`src/rtl/feature_cache_pingpong_ctrl.sv`:
```
// -----------------------------------------------------------------------------
// feature_cache_pingpong_ctrl
//
// This block loads the feature cache as two ping-pong banks. It accepts feature
// words from the upstream stream and writes them into the bank being filled.
// When every word of a batch has been written, the bank is handed to the
// classifier read side. The reader can consume one bank while the other bank
// is being filled. Banks are always delivered in fill order.
//
// Parameters:
//   ADDR_WIDTH  address bits per bank (bank depth = 2^ADDR_WIDTH words)
//   WORD_SIZE   feature word width
//
// Ports:
//   clk          system clock
//   resetn       asynchronous active-low reset
//   enable       level input; allows new batches to start
//   batch_len    words per batch; 0 or a value above 2^ADDR_WIDTH means full depth
//   data         upstream feature word
//   data_ready   upstream word valid
//   data_wanted  controller accepts a word this cycle (driven from state only)
//   we           cache write enable (one cycle after a transfer)
//   waddr        cache write address, {bank, offset}
//   wdata        cache write data
//   rd_valid     a full bank is available to the reader
//   rd_bank      bank the reader must use
//   rd_release   pulse; the reader has finished with rd_bank
//   busy         FSM is not in IDLE
//   stall_count  saturating count of cycles with data_ready high and
//                data_wanted low
//
// Build option:
//   FEATURE_CACHE_STALL_CNT_EN  when defined, builds the stall counter.
//                               Otherwise stall_count is tied to zero.
// -----------------------------------------------------------------------------
module feature_cache_pingpong_ctrl #(
  parameter int ADDR_WIDTH = 10,
  parameter int WORD_SIZE  = 32
) (
  input  logic                  clk,
  input  logic                  resetn,
  input  logic                  enable,
  input  logic [ADDR_WIDTH:0]   batch_len,
  input  logic [WORD_SIZE-1:0]  data,
  input  logic                  data_ready,
  output logic                  data_wanted,
  output logic                  we,
  output logic [ADDR_WIDTH:0]   waddr,
  output logic [WORD_SIZE-1:0]  wdata,
  output logic                  rd_valid,
  output logic                  rd_bank,
  input  logic                  rd_release,
  output logic                  busy,
  output logic [15:0]           stall_count
);

  localparam logic [ADDR_WIDTH:0] DEPTH = {1'b1, {ADDR_WIDTH{1'b0}}};

  typedef enum logic [1:0] {
    IDLE,
    FILL,
    WAIT_BANK
  } state_t;

  state_t                state;
  logic                  fill_bank;
  logic                  rd_ptr;
  logic [1:0]            bank_full;
  logic [ADDR_WIDTH-1:0] offset;
  logic [ADDR_WIDTH-1:0] last_off;
  logic                  pend_full;
  logic                  pend_bank;

  logic                  xfer;
  logic                  last_xfer;
  logic                  rel_ok;
  logic                  fill_taken;
  logic                  next_taken;
  logic [ADDR_WIDTH:0]   len_m1;
  logic [ADDR_WIDTH-1:0] len_last;

  assign xfer      = data_ready && data_wanted;
  assign last_xfer = xfer && (offset == last_off);

  assign rd_valid = bank_full[rd_ptr];
  assign rd_bank  = rd_ptr;
  assign rel_ok   = rd_release && rd_valid;

  // The FULL flag of a completed bank only lands one cycle after its last
  // transfer, when the final write is on the port. A bank counts as occupied
  // from its last transfer onward. This keeps back-to-back short batches from
  // refilling a bank whose flag is still in flight.
  assign fill_taken = bank_full[fill_bank] || (pend_full && (pend_bank == fill_bank));
  assign next_taken = bank_full[~fill_bank] || (pend_full && (pend_bank == ~fill_bank));

  // Clamp batch_len to the last valid offset. Zero or an oversize length
  // selects the full bank depth. A length of exactly DEPTH wraps to all ones,
  // which gives the same result.
  always_comb begin
    len_m1   = batch_len - 1'b1;
    len_last = len_m1[ADDR_WIDTH-1:0];
    if ((batch_len == '0) || (batch_len > DEPTH)) begin
      len_last = '1;
    end
  end

  // Sequencing FSM. It decides when words are accepted and which bank is
  // being filled. data_wanted and busy are registered with the state, so they
  // never depend combinationally on data_ready.
  always_ff @(posedge clk or negedge resetn) begin
    if (!resetn) begin
      state       <= IDLE;
      data_wanted <= 1'b0;
      busy        <= 1'b0;
      fill_bank   <= 1'b0;
      offset      <= '0;
      last_off    <= '0;
    end else begin
      case (state)
        IDLE: begin
          if (fill_taken) begin
            state       <= WAIT_BANK;
            data_wanted <= 1'b0;
            busy        <= 1'b1;
          end else if (enable) begin
            state       <= FILL;
            data_wanted <= 1'b1;
            busy        <= 1'b1;
            offset      <= '0;
            last_off    <= len_last;
          end
        end
        FILL: begin
          if (xfer) begin
            if (offset == last_off) begin
              fill_bank <= ~fill_bank;
              offset    <= '0;
              if (!enable) begin
                state       <= IDLE;
                data_wanted <= 1'b0;
                busy        <= 1'b0;
              end else if (next_taken) begin
                state       <= WAIT_BANK;
                data_wanted <= 1'b0;
              end else begin
                last_off <= len_last;
              end
            end else begin
              offset <= offset + ADDR_WIDTH'(1);
            end
          end
        end
        WAIT_BANK: begin
          if (!fill_taken) begin
            if (enable) begin
              state       <= FILL;
              data_wanted <= 1'b1;
              offset      <= '0;
              last_off    <= len_last;
            end else begin
              state       <= IDLE;
              data_wanted <= 1'b0;
              busy        <= 1'b0;
            end
          end
        end
        default: begin
          state       <= IDLE;
          data_wanted <= 1'b0;
          busy        <= 1'b0;
        end
      endcase
    end
  end

  // Write port. It is one cycle behind the transfer. waddr and wdata keep
  // their last values between writes. A completion marker follows the final
  // write, so the bank flag is set in the same cycle the write is issued.
  always_ff @(posedge clk or negedge resetn) begin
    if (!resetn) begin
      we        <= 1'b0;
      waddr     <= '0;
      wdata     <= '0;
      pend_full <= 1'b0;
      pend_bank <= 1'b0;
    end else begin
      we        <= xfer;
      pend_full <= last_xfer;
      if (xfer) begin
        waddr     <= {fill_bank, offset};
        wdata     <= data;
        pend_bank <= fill_bank;
      end
    end
  end

  // Bank ownership flags and the reader pointer. A completion and a release
  // can never target the same bank in one cycle. The released bank is FULL,
  // and the completing bank is still EMPTY until this edge.
  always_ff @(posedge clk or negedge resetn) begin
    if (!resetn) begin
      bank_full <= 2'b00;
      rd_ptr    <= 1'b0;
    end else begin
      if (pend_full) begin
        bank_full[pend_bank] <= 1'b1;
      end
      if (rel_ok) begin
        bank_full[rd_ptr] <= 1'b0;
        rd_ptr            <= ~rd_ptr;
      end
    end
  end

`ifdef FEATURE_CACHE_STALL_CNT_EN
  logic [15:0] stall_q;

  // Counts cycles where upstream has a word but the controller is not taking
  // it. The count saturates at all ones and clears only on reset.
  always_ff @(posedge clk or negedge resetn) begin
    if (!resetn) begin
      stall_q <= '0;
    end else if (data_ready && !data_wanted && (stall_q != 16'hFFFF)) begin
      stall_q <= stall_q + 16'd1;
    end
  end

  assign stall_count = stall_q;
`else
  assign stall_count = '0;
`endif

endmodule

```
`config.mk`:
```
export PLATFORM = sky130hd
export DESIGN_NAME = feature_cache_pingpong_ctrl
export DESIGN_NICKNAME = d
export VERILOG_FILES = /design/src/rtl/feature_cache_pingpong_ctrl.sv
export SDC_FILE = /design/constraint.sdc
export NUM_CORES = 1
export LEC_CHECK = 0
export ABC_AREA = 1
export BUFFER_PORTS_ARGS = -buffer_cell sky130_fd_sc_hd__buf_2
export CAP_MARGIN = 20
export CORE_MARGIN = 8
export CORE_UTILIZATION = 47
export DETAILED_ROUTE_END_ITERATION = 12
export PLACE_DENSITY = 0.81
export SETUP_SLACK_MARGIN = 0.3
export SLEW_MARGIN = 30
export SYNTH_ARGS = -nofsm -noshare
export SYNTH_HDL_FRONTEND = slang
export SYNTH_SLANG_ARGS = --single-unit
```
`constraint.sdc`:
```
create_clock -name clk -period 2 [get_ports clk]
set_clock_uncertainty 0.2 [all_clocks]
set_input_delay 0.2 -clock clk [delete_from_list [all_inputs] [get_ports clk]]
set_output_delay 0.2 -clock clk [all_outputs]
set_load 0.005 [all_outputs]
```
==> flow_metrics.tcl <==
set metrics [dict create \
    seq_area_frac_synth_pct 46.92 \
    num_rows 33 \
    routed_via_density 5.306 \
    gp_congestion 0.8216 \
    report.final.slew_viol_count 0 \
    grt_pass1_wl_um 20420 \
    hold_path.class "in -> reg" \
    cts_tree "built" \
    final.period_utilization_pct 98.89 \
    synth_mux_area_share_pct 0 \
    hpwl_um 6898 \
    grt_max_degree 74 \
    io_pins 112 \
    fp.dieH_um 107.0 \
    peakVddDrop_mv 0.5470 \
    antenna_found_initial 0 \
    powerDensity_nw_per_um2 1414 \
    syn_area_per_cell_um2 7.741 \
    ys.warnings.count 0 \
    synth_top_family_by_area "simple AND/OR/NAND/NOR gates" \
    met2_length_um 6473 \
    grt_overflow_total 0 \
    synth_cell_type_count 32 \
    clk_pin_slew_worst_paths_ps 80 \
    drc_errors 0 \
    end_kind "register" \
    io_buffer_count 95 \
    syn_to_final_growth_pct 43.51 \
    root_buffer "clkbuf_8" \
    cts.htree.levels 3 \
    nNetsFinal 725 \
    crit_fanout 5 \
    num_vias 4144 \
    synth-simple-area-share_pct 33.45 \
    synth_compound_area_share_pct 5.109 \
    rsz0062_at_grt "yes" \
    crit_required_ps 2040 \
    setup_violations 0 \
    p_leak_uw 0.002959 \
    die_area_um2 11450 \
    diodes 0 \
    wl_per_cell_um 17.07 \
    synth.cell_area_um2 3894 \
    met3_length_um 1235 \
    ys_ff_latch 73 \
    numCtsBuffers 9 \
    drv_cap 0 \
    numClockSinks 73 \
    core_area_um2 8134 \
    synthAdderAreaFrac_pct 1.928 \
    grt_pass1_vias 4037 \
    fmax_ghz 0.5056 \
    startpoint_type "register" \
    grt_usage_pct 22.27 \
    wl_met1_um 5071 \
    postLayoutCellArea_um2 5588 \
    insertion_delay_ps 350 \
    worstPathArrival_ps 2020 \
    start_util_pct 47.87 \
    highest_layer "met4" \
    drtIter0Drc 295 \
    first_pass_iters 5 \
    run_status "finished clean" \
    detail-route-antenna-nets 0 \
    placed_area_um2 4486 \
    totalWireLength_um 13330 \
    power_uw 7902 \
    hold_viol 0 \
    crit_type "reg -> reg" \
    fin_crit_ps 1978 \
    drive_above_1_share_pct 33.14 \
    synth_xor_area_share_pct 2.924 \
    die_w_um 107.0 \
    syn-instance-count 503 \
    cts_max_path_buffers 2 \
]
[critical path: stages (launching register included)]
cell	delay, ps
dfrtp_2	460
ha_4	190
nor2_4	120
inv_2	40
or2_0	200
nand2_1	120
a21oi_4	60
buf_4	150
clkbuf_16	150
nand3_2	100
o21ai_4	60
[registers in the layout (all words and copies together) (netlist names)]
name	count
wdata	32
rd_bank	1
offset	10
busy	1
bank_full	2
last_off	10
data_wanted	1
fill_bank	1
we	1
waddr	11
pend_full	1
state	2
[metal layers]
metal	global-route usage [%]	vias to the layer above
met3	7.019	57
met2	37.73	263
li1	-	1897
met5	0	-
met4	9.548	0
met1	25.24	1927
[layout make-up]
type / count / area [µm²]
Inverter: 43 / 163.9
Tap cell: 105 / 131.4
Sequential cell: 73 / 1837
Clock buffer: 10 / 127.6
Multi-Input combinational cell: 371 / 1948
Clock inverter: 6 / 115.1
Timing Repair Buffer: 173 / 1265
Fill cell: 531 / 2546
[cell usage after synthesis]
cell / instances / area share [%]
nand2_2: 2 / 0.32
nor3_1: 4 / 0.51
clkbuf_1: 8 / 0.77
clkinv_1: 1 / 0.096
buf_2: 1 / 0.13
o21ai_2: 1 / 0.22
or2_2: 1 / 0.16
nand2_1: 211 / 20
a21boi_0: 1 / 0.19
xor2_1: 9 / 2.0
conb_1: 1 / 0.096
inv_2: 7 / 0.67
nand3_1: 30 / 3.9
xnor2_1: 4 / 0.90
buf_6: 2 / 0.58
ha_1: 6 / 1.9
o21ai_4: 1 / 0.42
inv_1: 35 / 3.4
or2_0: 1 / 0.16
dfrtp_1: 73 / 47
buf_4: 20 / 3.9
nor2_1: 22 / 2.1
a21oi_4: 1 / 0.42
nor2_4: 3 / 0.87
o21ai_1: 7 / 0.90
nand3_2: 2 / 0.51
nor2_2: 3 / 0.48
o21ai_0: 20 / 2.6
a21oi_1: 3 / 0.39
nand3_4: 2 / 0.90
nand4_1: 20 / 3.2
buf_1: 1 / 0.096
[where the power goes]
part           leakage, µW  total, µW  switching, µW  internal [µW]
registers         0.000920       2440            419           2020
logic              0.00192       4040           2230           1810
clock network     0.000117       1420            583            835
[metrics by stage]
step | hold WS [ps] | worst slack (ps) | util [%] | TNS, ps | instances
floorplan | -295.6 | 205.8 | - | 0 | 518
global placement | 58.97 | 86.13 | 55.15 | 0 | 698
detailed placement | 56.66 | -13.10 | 55.15 | -13.48 | 698
CTS | 23.45 | 90.12 | 65.79 | 0 | 767
global route | 82.02 | -8.146 | 68.70 | -13.10 | 781
finish | 40.23 | 22.25 | 68.70 | 0 | 781
[kinds of logic after synthesis]
| logic type | count (synthesis) |
|---|---|
| xor+xnor | 13 |
| flops | 73 |
| other cells | 1 |
| compound gates | 34 |
| simple gates | 301 |
| buf+inv | 75 |
| fa+ha+maj | 6 |
[final timing paths]
kind	cells after the start	slack (ps)	endpoint	from
max in group asynchronous	3	1040	offset[9]$_DFFE_PN0P_	resetn
setup reg to reg	10	20	offset[6]$_DFFE_PN0P_	state[1]$_DFFE_PN0P_
hold reg to reg	2	280	wdata[22]$_DFFE_PN0N_	wdata[22]$_DFFE_PN0N_
hold / removal	4	40	rd_bank$_DFFE_PN0P_	rd_release
min in group asynchronous	3	230	wdata[2]$_DFFE_PN0N_	resetn
setup / recovery	10	20	offset[6]$_DFFE_PN0P_	state[1]$_DFFE_PN0P_
[repair_timing]
item	4_1_cts	5_1_grt
hold buffers	34	0
gates cloned	3	1
resized for setup	22	36
pin swaps	9	15
setup endpoints to repair	25	52
hold endpoints to repair	106	0
buffers inserted	16	13
[placed cells by master (no fill, tap or decap), types with 5 or more instances in the layout]
master and instances:
o21ai_1 5, nand2_2 11, nor2_4 5, dfrtp_1 65
nand2_1 202, buf_4 35, nand3_1 20, nand4_1 20
dlygate4sd3_1 34, inv_2 11, dfrtp_2 8, clkbuf_8 9
nor2_2 5, xor2_1 9, o21ai_0 16, nand3_2 11
buf_2 95, nor2_1 18, o21ai_2 5, inv_1 30
conb_1 16
No activity file was read; power rests on OpenSTA's default activity.
